$ cat src/rtl/huffman_decoder_if.sv
`default_nettype none
// ============================================================================
// Module   : huffman_decoder_if
// Purpose  : Codebook, bitstream and symbol signals of the Huffman decoder.
// Revision : 1.0 - initial release
// ============================================================================
interface huffman_decoder_if #(
    parameter int CNT_W = 16
);
    logic             code_valid;
    logic [7:0]       HC1, HC2, HC3, HC4, HC5, HC6;
    logic [7:0]       M1, M2, M3, M4, M5, M6;
    logic             bit_valid;
    logic             bit_in;
    logic             bit_ready;
    logic             sym_valid;
    logic [2:0]       sym;
    logic             err;
    logic [CNT_W-1:0] sym_cnt;

    modport master (
        output code_valid, HC1, HC2, HC3, HC4, HC5, HC6,
        output M1, M2, M3, M4, M5, M6, bit_valid, bit_in,
        input  bit_ready, sym_valid, sym, err, sym_cnt
    );

    modport slave (
        input  code_valid, HC1, HC2, HC3, HC4, HC5, HC6,
        input  M1, M2, M3, M4, M5, M6, bit_valid, bit_in,
        output bit_ready, sym_valid, sym, err, sym_cnt
    );
endinterface
`default_nettype wire

$ cat src/rtl/huffman_decoder.sv
`default_nettype none
// ============================================================================
// Module   : huffman_decoder
// Purpose  : Serial Huffman bitstream decoder, six symbols, codes up to 8 bits.
// Revision : 1.0 - initial release
// ============================================================================
module huffman_decoder #(
    parameter int CNT_W = 16
) (
    input  logic              clk,
    input  logic              reset,
    huffman_decoder_if.slave  bus
);
    typedef enum logic [1:0] {
        IDLE   = 2'd0,
        LOAD   = 2'd1,
        DECODE = 2'd2,
        ERR    = 2'd3
    } state_t;

    state_t           state_q, state_d;
    logic [7:0]       hc_q [6];
    logic [7:0]       m_q  [6];
    logic [3:0]       ln_q [6];
    logic [7:0]       acc_q, acc_d;
    logic [3:0]       len_q, len_d;
    logic             sym_valid_q, sym_valid_d;
    logic [2:0]       sym_q, sym_d;
    logic             err_q, err_d;
    logic [CNT_W-1:0] cnt_q, cnt_d;

    logic [7:0]       w_hc [6];
    logic [7:0]       w_m  [6];
    logic             w_ready;
    logic             w_accept;
    logic [7:0]       w_nacc;
    logic [3:0]       w_nlen;
    logic             w_hit;
    logic [2:0]       w_hit_sym;

    assign w_hc[0] = bus.HC1;  assign w_m[0] = bus.M1;
    assign w_hc[1] = bus.HC2;  assign w_m[1] = bus.M2;
    assign w_hc[2] = bus.HC3;  assign w_m[2] = bus.M3;
    assign w_hc[3] = bus.HC4;  assign w_m[3] = bus.M4;
    assign w_hc[4] = bus.HC5;  assign w_m[4] = bus.M5;
    assign w_hc[5] = bus.HC6;  assign w_m[5] = bus.M6;

    function automatic logic [3:0] popcount8(input logic [7:0] v);
        logic [3:0] n;
        n = 4'd0;
        for (int k = 0; k < 8; k++) n = n + {3'd0, v[k]};
        return n;
    endfunction

    // A reload request takes priority over the bit offered in the same cycle.
    assign w_ready  = (state_q == DECODE) && !bus.code_valid;
    assign w_accept = w_ready && bus.bit_valid;
    assign w_nacc   = {acc_q[6:0], bus.bit_in};
    assign w_nlen   = len_q + 4'd1;

    // Scanning downward leaves the lowest matching index as the winner.
    always_comb begin
        w_hit     = 1'b0;
        w_hit_sym = 3'd0;
        for (int i = 5; i >= 0; i--) begin
            if (ln_q[i] != 4'd0 && ln_q[i] == w_nlen && (w_nacc & m_q[i]) == hc_q[i]) begin
                w_hit     = 1'b1;
                w_hit_sym = 3'(i + 1);
            end
        end
    end

    always_comb begin
        state_d     = state_q;
        acc_d       = acc_q;
        len_d       = len_q;
        sym_valid_d = 1'b0;
        sym_d       = sym_q;
        err_d       = err_q;
        cnt_d       = cnt_q;
        case (state_q)
            IDLE: begin
                if (bus.code_valid) state_d = LOAD;
            end
            LOAD: begin
                acc_d   = 8'd0;
                len_d   = 4'd0;
                cnt_d   = '0;
                state_d = DECODE;
                if (bus.code_valid) state_d = LOAD;
            end
            DECODE: begin
                if (bus.code_valid) begin
                    state_d = LOAD;
                end else if (w_accept) begin
                    if (w_hit) begin
                        sym_valid_d = 1'b1;
                        sym_d       = w_hit_sym;
                        cnt_d       = cnt_q + CNT_W'(1);
                        acc_d       = 8'd0;
                        len_d       = 4'd0;
                    end else if (w_nlen == 4'd8) begin
                        err_d   = 1'b1;
                        state_d = ERR;
                        acc_d   = 8'd0;
                        len_d   = 4'd0;
                    end else begin
                        acc_d = w_nacc;
                        len_d = w_nlen;
                    end
                end
            end
            ERR: begin
                if (bus.code_valid) begin
                    state_d = LOAD;
                    err_d   = 1'b0;
                end
            end
            default: state_d = IDLE;
        endcase
    end

    always_ff @(posedge clk or posedge reset) begin
        if (reset) begin
            for (int i = 0; i < 6; i++) begin
                hc_q[i] <= 8'd0;
                m_q[i]  <= 8'd0;
                ln_q[i] <= 4'd0;
            end
        end else if (bus.code_valid) begin
            for (int i = 0; i < 6; i++) begin
                hc_q[i] <= w_hc[i];
                m_q[i]  <= w_m[i];
                ln_q[i] <= popcount8(w_m[i]);
            end
        end
    end

    always_ff @(posedge clk or posedge reset) begin
        if (reset) begin
            state_q     <= IDLE;
            acc_q       <= 8'd0;
            len_q       <= 4'd0;
            sym_valid_q <= 1'b0;
            sym_q       <= 3'd0;
            err_q       <= 1'b0;
            cnt_q       <= '0;
        end else begin
            state_q     <= state_d;
            acc_q       <= acc_d;
            len_q       <= len_d;
            sym_valid_q <= sym_valid_d;
            sym_q       <= sym_d;
            err_q       <= err_d;
            cnt_q       <= cnt_d;
        end
    end

    assign bus.bit_ready = w_ready;
    assign bus.sym_valid = sym_valid_q;
    assign bus.sym       = sym_q;
    assign bus.err       = err_q;
    assign bus.sym_cnt   = cnt_q;
endmodule
`default_nettype wire
$ cat src/flat_wrapper.sv
// flat-port wrapper written by rule: the top's interface ports become plain ports
module huffman_decoder_flat 
#(
    parameter int CNT_W = 16
)
  (clk, reset, bus_code_valid, bus_HC1, bus_HC2, bus_HC3, bus_HC4, bus_HC5, bus_HC6, bus_M1, bus_M2, bus_M3, bus_M4, bus_M5, bus_M6, bus_bit_valid, bus_bit_in, bus_bit_ready, bus_sym_valid, bus_sym, bus_err, bus_sym_cnt);
  huffman_decoder_if #(.CNT_W(CNT_W)) bus_i ();
  input  logic clk;
  input  logic reset;
  input wire logic [$bits(bus_i.code_valid)-1:0] bus_code_valid;
  input wire logic [$bits(bus_i.HC1)-1:0] bus_HC1;
  input wire logic [$bits(bus_i.HC2)-1:0] bus_HC2;
  input wire logic [$bits(bus_i.HC3)-1:0] bus_HC3;
  input wire logic [$bits(bus_i.HC4)-1:0] bus_HC4;
  input wire logic [$bits(bus_i.HC5)-1:0] bus_HC5;
  input wire logic [$bits(bus_i.HC6)-1:0] bus_HC6;
  input wire logic [$bits(bus_i.M1)-1:0] bus_M1;
  input wire logic [$bits(bus_i.M2)-1:0] bus_M2;
  input wire logic [$bits(bus_i.M3)-1:0] bus_M3;
  input wire logic [$bits(bus_i.M4)-1:0] bus_M4;
  input wire logic [$bits(bus_i.M5)-1:0] bus_M5;
  input wire logic [$bits(bus_i.M6)-1:0] bus_M6;
  input wire logic [$bits(bus_i.bit_valid)-1:0] bus_bit_valid;
  input wire logic [$bits(bus_i.bit_in)-1:0] bus_bit_in;
  output wire logic [$bits(bus_i.bit_ready)-1:0] bus_bit_ready;
  output wire logic [$bits(bus_i.sym_valid)-1:0] bus_sym_valid;
  output wire logic [$bits(bus_i.sym)-1:0] bus_sym;
  output wire logic [$bits(bus_i.err)-1:0] bus_err;
  output wire logic [$bits(bus_i.sym_cnt)-1:0] bus_sym_cnt;
  assign bus_i.code_valid = bus_code_valid;
  assign bus_i.HC1 = bus_HC1;
  assign bus_i.HC2 = bus_HC2;
  assign bus_i.HC3 = bus_HC3;
  assign bus_i.HC4 = bus_HC4;
  assign bus_i.HC5 = bus_HC5;
  assign bus_i.HC6 = bus_HC6;
  assign bus_i.M1 = bus_M1;
  assign bus_i.M2 = bus_M2;
  assign bus_i.M3 = bus_M3;
  assign bus_i.M4 = bus_M4;
  assign bus_i.M5 = bus_M5;
  assign bus_i.M6 = bus_M6;
  assign bus_i.bit_valid = bus_bit_valid;
  assign bus_i.bit_in = bus_bit_in;
  assign bus_bit_ready = bus_i.bit_ready;
  assign bus_sym_valid = bus_i.sym_valid;
  assign bus_sym = bus_i.sym;
  assign bus_err = bus_i.err;
  assign bus_sym_cnt = bus_i.sym_cnt;
  huffman_decoder #(.CNT_W(CNT_W)) u_core (.clk(clk), .reset(reset), .bus(bus_i));
endmodule
$ cat config.mk
export PLATFORM = sky130hd
export DESIGN_NAME = huffman_decoder_flat
export DESIGN_NICKNAME = d
export VERILOG_FILES = /design/src/rtl/huffman_decoder_if.sv /design/src/rtl/huffman_decoder.sv /design/src/flat_wrapper.sv
export SDC_FILE = /design/constraint.sdc
export NUM_CORES = 1
export LEC_CHECK = 0
export CAP_MARGIN = 20
export CORE_MARGIN = 5
export CORE_UTILIZATION = 45
export CTS_BUF_LIST = sky130_fd_sc_hd__clkbuf_16
export CTS_CLUSTER_DIAMETER = 150
export CTS_CLUSTER_SIZE = 20
export DETAILED_ROUTE_END_ITERATION = 16
export PLACE_DENSITY_LB_ADDON = 0.05
export SKIP_LAST_GASP = 1
export SYNTH_ARGS = -nofsm -noshare
export SYNTH_HDL_FRONTEND = slang
export SYNTH_SLANG_ARGS = --single-unit
export TNS_END_PERCENT = 1
$ cat constraint.sdc
create_clock -name clk -period 5.5 [get_ports clk]
set_input_delay 0.55 -clock clk [delete_from_list [all_inputs] [get_ports clk]]
set_output_delay 0.55 -clock clk [all_outputs]
set_load 0.02 [all_outputs]
# Word-level counts from Yosys, hierarchy flattened

Cells that the tools add are included.

$add $sub $neg: 44
Equality and inequality tests: 26
Mux-type cells: 43
Bitwise gates (word level): 7
Reduce and logical (&&, ||, !) cells: 30

Operators by type and width:

| cell                    | count |
|---|---|
| $add A4 B1 Y4           | 36 |
| $and A8 B8 Y8           | 6 |
| $eq A8 B8 Y1            | 6 |
| $mux W16                | 3 |
| $pmux W16 S2            | 1 |
| $mux W7                 | 4 |
| $eq A4 B4 Y1            | 6 |
| $reduce_bool A4 Y1      | 6 |
| $mux W3                 | 6 |
| $add A16 B1 Y16 const B | 1 |
| $mux W4                 | 4 |
| $mux W1                 | 15 |
| $logic_and A1 B1 Y1     | 14 |
| $pmux W7 S2             | 1 |
| $add A1 B1 Y2           | 6 |
| $mux W2                 | 6 |
| $reduce_and A4 Y1       | 3 |
| $ne A2 B2 Y1 const B    | 4 |
| $pmux W4 S2             | 1 |
| $ne A2 B1 Y1 const B    | 3 |
| $ne A3 B3 Y1 const B    | 2 |
| $pmux W2 S3             | 1 |
| $reduce_and A6 Y1       | 1 |
| $add A4 B1 Y4 const B   | 1 |
| other kinds (11)        | 13 |

Flip-flop bits (word level): 154
Input port bits: 101
Output and inout bits: 22
Word-level logic and storage cells: 175

# Depth between registers and ports, before layout

Depth after elaboration: 14
Mapped depth: 11
Gate-level depth less buffers: 10

# Least setup slack after synthesis

No wires, ideal clock.

Path type: input to register
Start: input bus_M4[0]
End: register u_core.ln_q[10] (netlist bit)
Arrival time: 2.747 ns
Data required time: 5.375 ns
Slack: 2.628 ns
Cell stages on the path: 10
Path buffers: 0
Cell sequence: ha_1 -> inv_1 -> fa_1 -> fa_1 -> inv_1 -> fa_1 -> inv_1 -> fa_1 -> xnor2_1 -> mux2_2

Word-level cells in the longest chain between the ends: 7

RTL lines:

| element                        | RTL line               | source |
|---|---|---|
| start: declaration             | flat_wrapper.sv:20     | `input wire logic [$bits(bus_i.M4)-1:0] bus_M4;` |
| $add A1 B1 Y2                  | huffman_decoder.sv:51  | `for (int k = 0; k < 8; k++) n = n + {3'd0, v[k]};` |
| $add A4 B1 Y4 (6 in series)    | huffman_decoder.sv:51  |  |
| end signal: indexed assignment | huffman_decoder.sv:134 | `ln_q[i] <= popcount8(w_m[i]);` |
| end: declaration               | huffman_decoder.sv:24  | `logic [3:0] ln_q [6];` |

No other way between the ends.
A chain may end at the register's enable or synchronous reset.

# Worst setup path in the final report

Start: register u_core.len_q[0]
End: register u_core.cnt_q[12] (netlist: u_core.bus.sym_cnt[12])

Word-level cells in the longest chain between the ends: 12
Elaborated cells on any way between the ends: 27
Classes of those cells: add/sub (1); eq/ne (7); mux (6); reduce/logical (13)

RTL lines:

| element                                | RTL line               | source |
|---|---|---|
| start: declaration                     | huffman_decoder.sv:26  | `logic [3:0] len_q, len_d;` |
| start signal: assignment               | huffman_decoder.sv:151 | `len_q <= len_d;` |
| $add A4 B1 Y4 (*)                      | huffman_decoder.sv:59  | `assign w_nlen = len_q + 4'd1;` |
| $eq A4 B4 Y1                           | huffman_decoder.sv:66  | `if (ln_q[i] != 4'd0 && ln_q[i] == w_nlen && (w_nacc & m_q[i]) == hc_q[i]) begin` |
| $logic_and A1 B1 Y1 (2 in series)      | huffman_decoder.sv:66  |  |
| $mux W1 (5 in series)                  | huffman_decoder.sv:66  |  |
| $mux W1 (*)                            | huffman_decoder.sv:66  |  |
| $ne A2 B1 Y1 (no source line) (*)      | -                      |  |
| $reduce_and A4 Y1 (no source line) (*) | -                      |  |
| end signal: assignment                 | huffman_decoder.sv:155 | `cnt_q <= cnt_d;` |
| end: declaration                       | huffman_decoder.sv:30  | `logic [CNT_W-1:0] cnt_q, cnt_d;` |

Mark *: on every way between the ends. The rest lies on a longest branch, timed or not.

==> results.env <==
YS_SEQ_AREA_FRAC=0.449
POWER_FRAC_COMB=0.226
REMAINING_MAX_SLEW_BUDGET_AT_THE_TIGHTEST_PIN=0.404
FINALWORSTPATHREQUIREDPERIOD_NS=3.61
SYNTH_CELLS=767
DIE-AREA_MM2=0.0219
POWER_SWITCHING_SHARE=0.292
TRITONCTS='yes'
DETAILROUTE.VIA_COUNT=6019
CTS-ROOT-BUF='clkbuf_16'
INITIAL_UTILIZATION=0.458
WORSTSETUPENDPOINTTYPE='flip-flop'
CRITICAL_PATH.STARTPOINT_TYPE='flip-flop'
ANTENNA_FOUND_INITIAL=0
EDFF_COUNT_SYNTH=0
MAXCLOCKFREQUENCY_MHz=277
WL_UM=20600
GRTUSAGEMET2=0.327
CRIT_PATH_MAX_FANOUT=14
CLOCK_TREE.BUFFER_DEPTH=2
DRTITER0DRC=268
WORST_EP_ARRIVAL_TIME_NS=3.96
MOSTFREQUENTLAYOUTCELLS='dfrtp_1 (154), clkdlybuf4s50_1 (121), mux2_2 (109), nand2_1 (77), inv_1 (71)'
MOST_COMMON_LIBRARY_CELL_IN_THE_LAYOUT_IGNORING_FILL_AND_TAPS='dfrtp_1'
FLOP_PWR_SHARE=0.430
FILLCELLCOUNT=1639
DIE-HEIGHT_UM=148
TIGHTEST_SLEW_NS=0.894
CTSHOLDBUFFERS=0
WORST_EP_REQUIRED_TIME_NS=5.84
NUM_ANTENNA_CELLS=0
YS_WARN_COUNT=0
VDD.IR_DROP.WORST_V=0.000251
GRT_FIRST_PASS_WIRELENGTH_UM=33800
POST_ROUTE_WORST_SETUP_SLACK_NS=1.89
SYNTH.NET_COUNT=916
PLACE.DETAILED.HPWL_UM=15000
LAYOUT-AREA-OVERHEAD-VS-SYNTH_PCT=23.1
TOP_LEVEL_PORTS=123
P_INT_uW=2270
GRT.MET1_USAGE=0.258
ASYNC_FLOP_SHARE=1.00
P_PER_AREA_mW_PER_MM2=304
PLACEMENT.SETUP.WORST_SLACK_NS=1.92
TIMING.CLOCK.SKEW_NS=0.00834
DRT_FIRST_PASS_ITERS=4
P_SW_uW=935
AVGVIACOUNTPERCELL=5.35
P_LEAK_uW=0.00450
FIN_TNS_SETUP_NS=0
GRT_START_MAX_NET_PINS=92
CRIT_SLOWEST_CELL='dfrtp_1'
FRACTION_OF_THE_CYCLE_THE_FINAL_WORST_PATH_NEEDS=0.657
FINAL_ANTENNA_NET_COUNT=0
RSZ_0062_RAISED_AFTER_GLOBAL_ROUTING='no'
CLOCK_TREE.HTREE_LEVEL_COUNT=4
TIMING_WORST_SETUP_PATH_TYPE='reg2reg'
WL_PER_CELL_UM=18.3
POST-ROUTE-CELL-AREA_MM2=0.0106
FP.DIEW_UM=148
YS_FF_LATCH=154
DRC_ERRORS=0
CRIT_PATH_CELL_TRACE='ha_1, xor2_2, xnor2_1, nand3_1, nor4_2, nor3_4, a21oi_4, mux2_1, mux2i_1'
CLOCKPOWERSHARE=0.344
GRT-BUSIEST-LAYER='met2'
CAP_VIOL_MAX_COUNT=0
FP-ROW-COUNT=50
GRTUSAGEMET3=0.0429
CORE_REGION_AREA_MM2=0.0187
CRITPATHMAXSTAGEDELAY_NS=0.67
GLOBALPLACE.CONGESTION=0.819
YS.FLOP_TYPE='dfrtp_1'
SETUP_VIOLATIONS=0
GRTUSAGETOTAL=0.196
SYNTHESIS.AREA_PER_INSTANCE_UM2=11.2
CTS_INSERTED_BUFFERS=17
POST_CTS_RESIZE_COUNT=0
POST_CTS.REPAIR.SETUP_BUFFERS=0
NUM-NETS-FINAL=1031
TRITONCTS_NUM_SINKS=154
GRT_PASS1_VIAS=6477
HOLDCRITPATHCLASS='in2async'
PLACE.PORT_BUFFERS=122
STATUS='finished, final reports clean'
DPL-INSTANCE-AREA_MM2=0.00999
GLOBAL_ROUTE_CONGESTION_OVERFLOW_TOTAL=0
SLEW_VIOL_FINAL=0
WORST_SETUP_HOLD_PATH_CLK_SLEW_NS=0.06
CELL_AREA_AFTER_TECHNOLOGY_MAPPING_MM2=0.00858
WORST_SKEW_PAIR.LATE_LATENCY_NS=0.42
REPORT.FINAL.HOLD_VIOL_COUNT=0
SYNTH.DISTINCT_CELLS=53
SHARE_OF_POST_ROUTE_CELLS_WITH_DRIVE_STRENGTH_ABOVE_1=0.175
[power by group through the flow]
stage                     combinational, uW  clock [uW]  sequential (uW)
after global routing                    816        1180             1400
after global placement                  701           0             1400
after floorplan                         518           0             1370
after detailed placement                727           0             1400
after CTS                               732        1130             1380
final                                   724        1100             1380
[layer usage]
layer,wire length [um],vias to the layer above
met5,0,-
met4,335,0
met3,965,23
met2,10400,122
met1,8950,3041
li1,-,2833
[worst max-delay path, delay by kind of cell, from the launching register on]
kind / cells / cell delay, ns
compound gates: 1 / 0.42
xor+xnor: 2 / 0.77
fa+ha+maj: 1 / 0.34
flops: 1 / 0.67
mux: 2 / 0.50
simple gates: 3 / 0.83
[stage by stage]
step | hold WS, ns | instances | util | total power (uW)
floorplan | 0.476 | 767 | - | 1890
global placement | 0.490 | 1096 | 0.534 | 2100
detailed placement | 0.497 | 1096 | 0.534 | 2130
CTS | 0.489 | 1125 | 0.563 | 3250
global route | 0.510 | 1126 | 0.564 | 3390
finish | 0.488 | 1126 | 0.564 | 3210
[kinds of logic after synthesis]
logic type	after synthesis	synth area share
AND/OR/NAND/NOR	203	0.119
adder cells (fa/ha/maj)	48	0.0910
flip-flops	154	0.449
buffers and inverters	99	0.0452
AO/OA/AOI/OAI	63	0.0538
XOR/XNOR	77	0.0817
multiplexers	123	0.160
[area by class of cell]
type	instances	area (um^2)	area share
clock buffers	17	425	0.0403
well taps	234	293	0.0277
repair buffers	126	1270	0.120
inverters	69	264	0.0250
flip-flops and latches	154	3850	0.365
multi-input cells	514	4330	0.411
clock inverters	12	114	0.0108
[registers in the layout, summed over array words and instances (netlist names)]
name and flops:
u_core.acc_q 7, u_core.bus.err 1, u_core.bus.sym 3, u_core.bus.sym_cnt 16, u_core.bus.sym_valid 1, u_core.hc_q 48, u_core.len_q 4, u_core.ln_q 24
u_core.m_q 48, u_core.state_q 2
[cell usage after synthesis, types with 3 or more instances]
cell type,n,share of area
ha_1,24,0.035
o21ai_0,7,0.0041
nor4_1,8,0.0058
nor3_1,10,0.0058
inv_1,69,0.030
clkbuf_1,24,0.011
nor4_2,3,0.0044
xor2_1,55,0.056
mux2_2,109,0.14
nand2_1,77,0.034
nand4_1,15,0.011
fa_1,24,0.056
a22o_1,10,0.010
a31o_2,3,0.0031
buf_1,3,0.0013
o2bb2ai_1,6,0.0061
mux2i_1,13,0.015
nor2b_1,4,0.0029
nand3_1,32,0.019
and3_1,4,0.0029
nand2b_1,4,0.0029
nor2_1,34,0.015
dfrtp_1,154,0.45
xnor2_1,20,0.020
a21oi_1,19,0.011
[path summary, 6_finish.rpt]
check	start	end	slack, ns	depth (start not counted)
worst max-delay path	u_core.len_q[0]$_DFFE_PP0P_	u_core.bus.sym_cnt[12]$_DFFE_PP0P_	1.89	9
worst min-delay path	reset	u_core.hc_q[2]$_DFFE_PP0P_	0.49	2
worst max register to register	u_core.len_q[0]$_DFFE_PP0P_	u_core.bus.sym_cnt[12]$_DFFE_PP0P_	1.89	9
worst min register to register	u_core.m_q[26]$_DFFE_PP0P_	u_core.m_q[26]$_DFFE_PP0P_	0.51	1
max in group asynchronous	reset	u_core.ln_q[8]$_DFFE_PP0P_	3.80	3
min in group clk	u_core.m_q[26]$_DFFE_PP0P_	u_core.m_q[26]$_DFFE_PP0P_	0.51	1
Power figures use the tool's default switching activity.
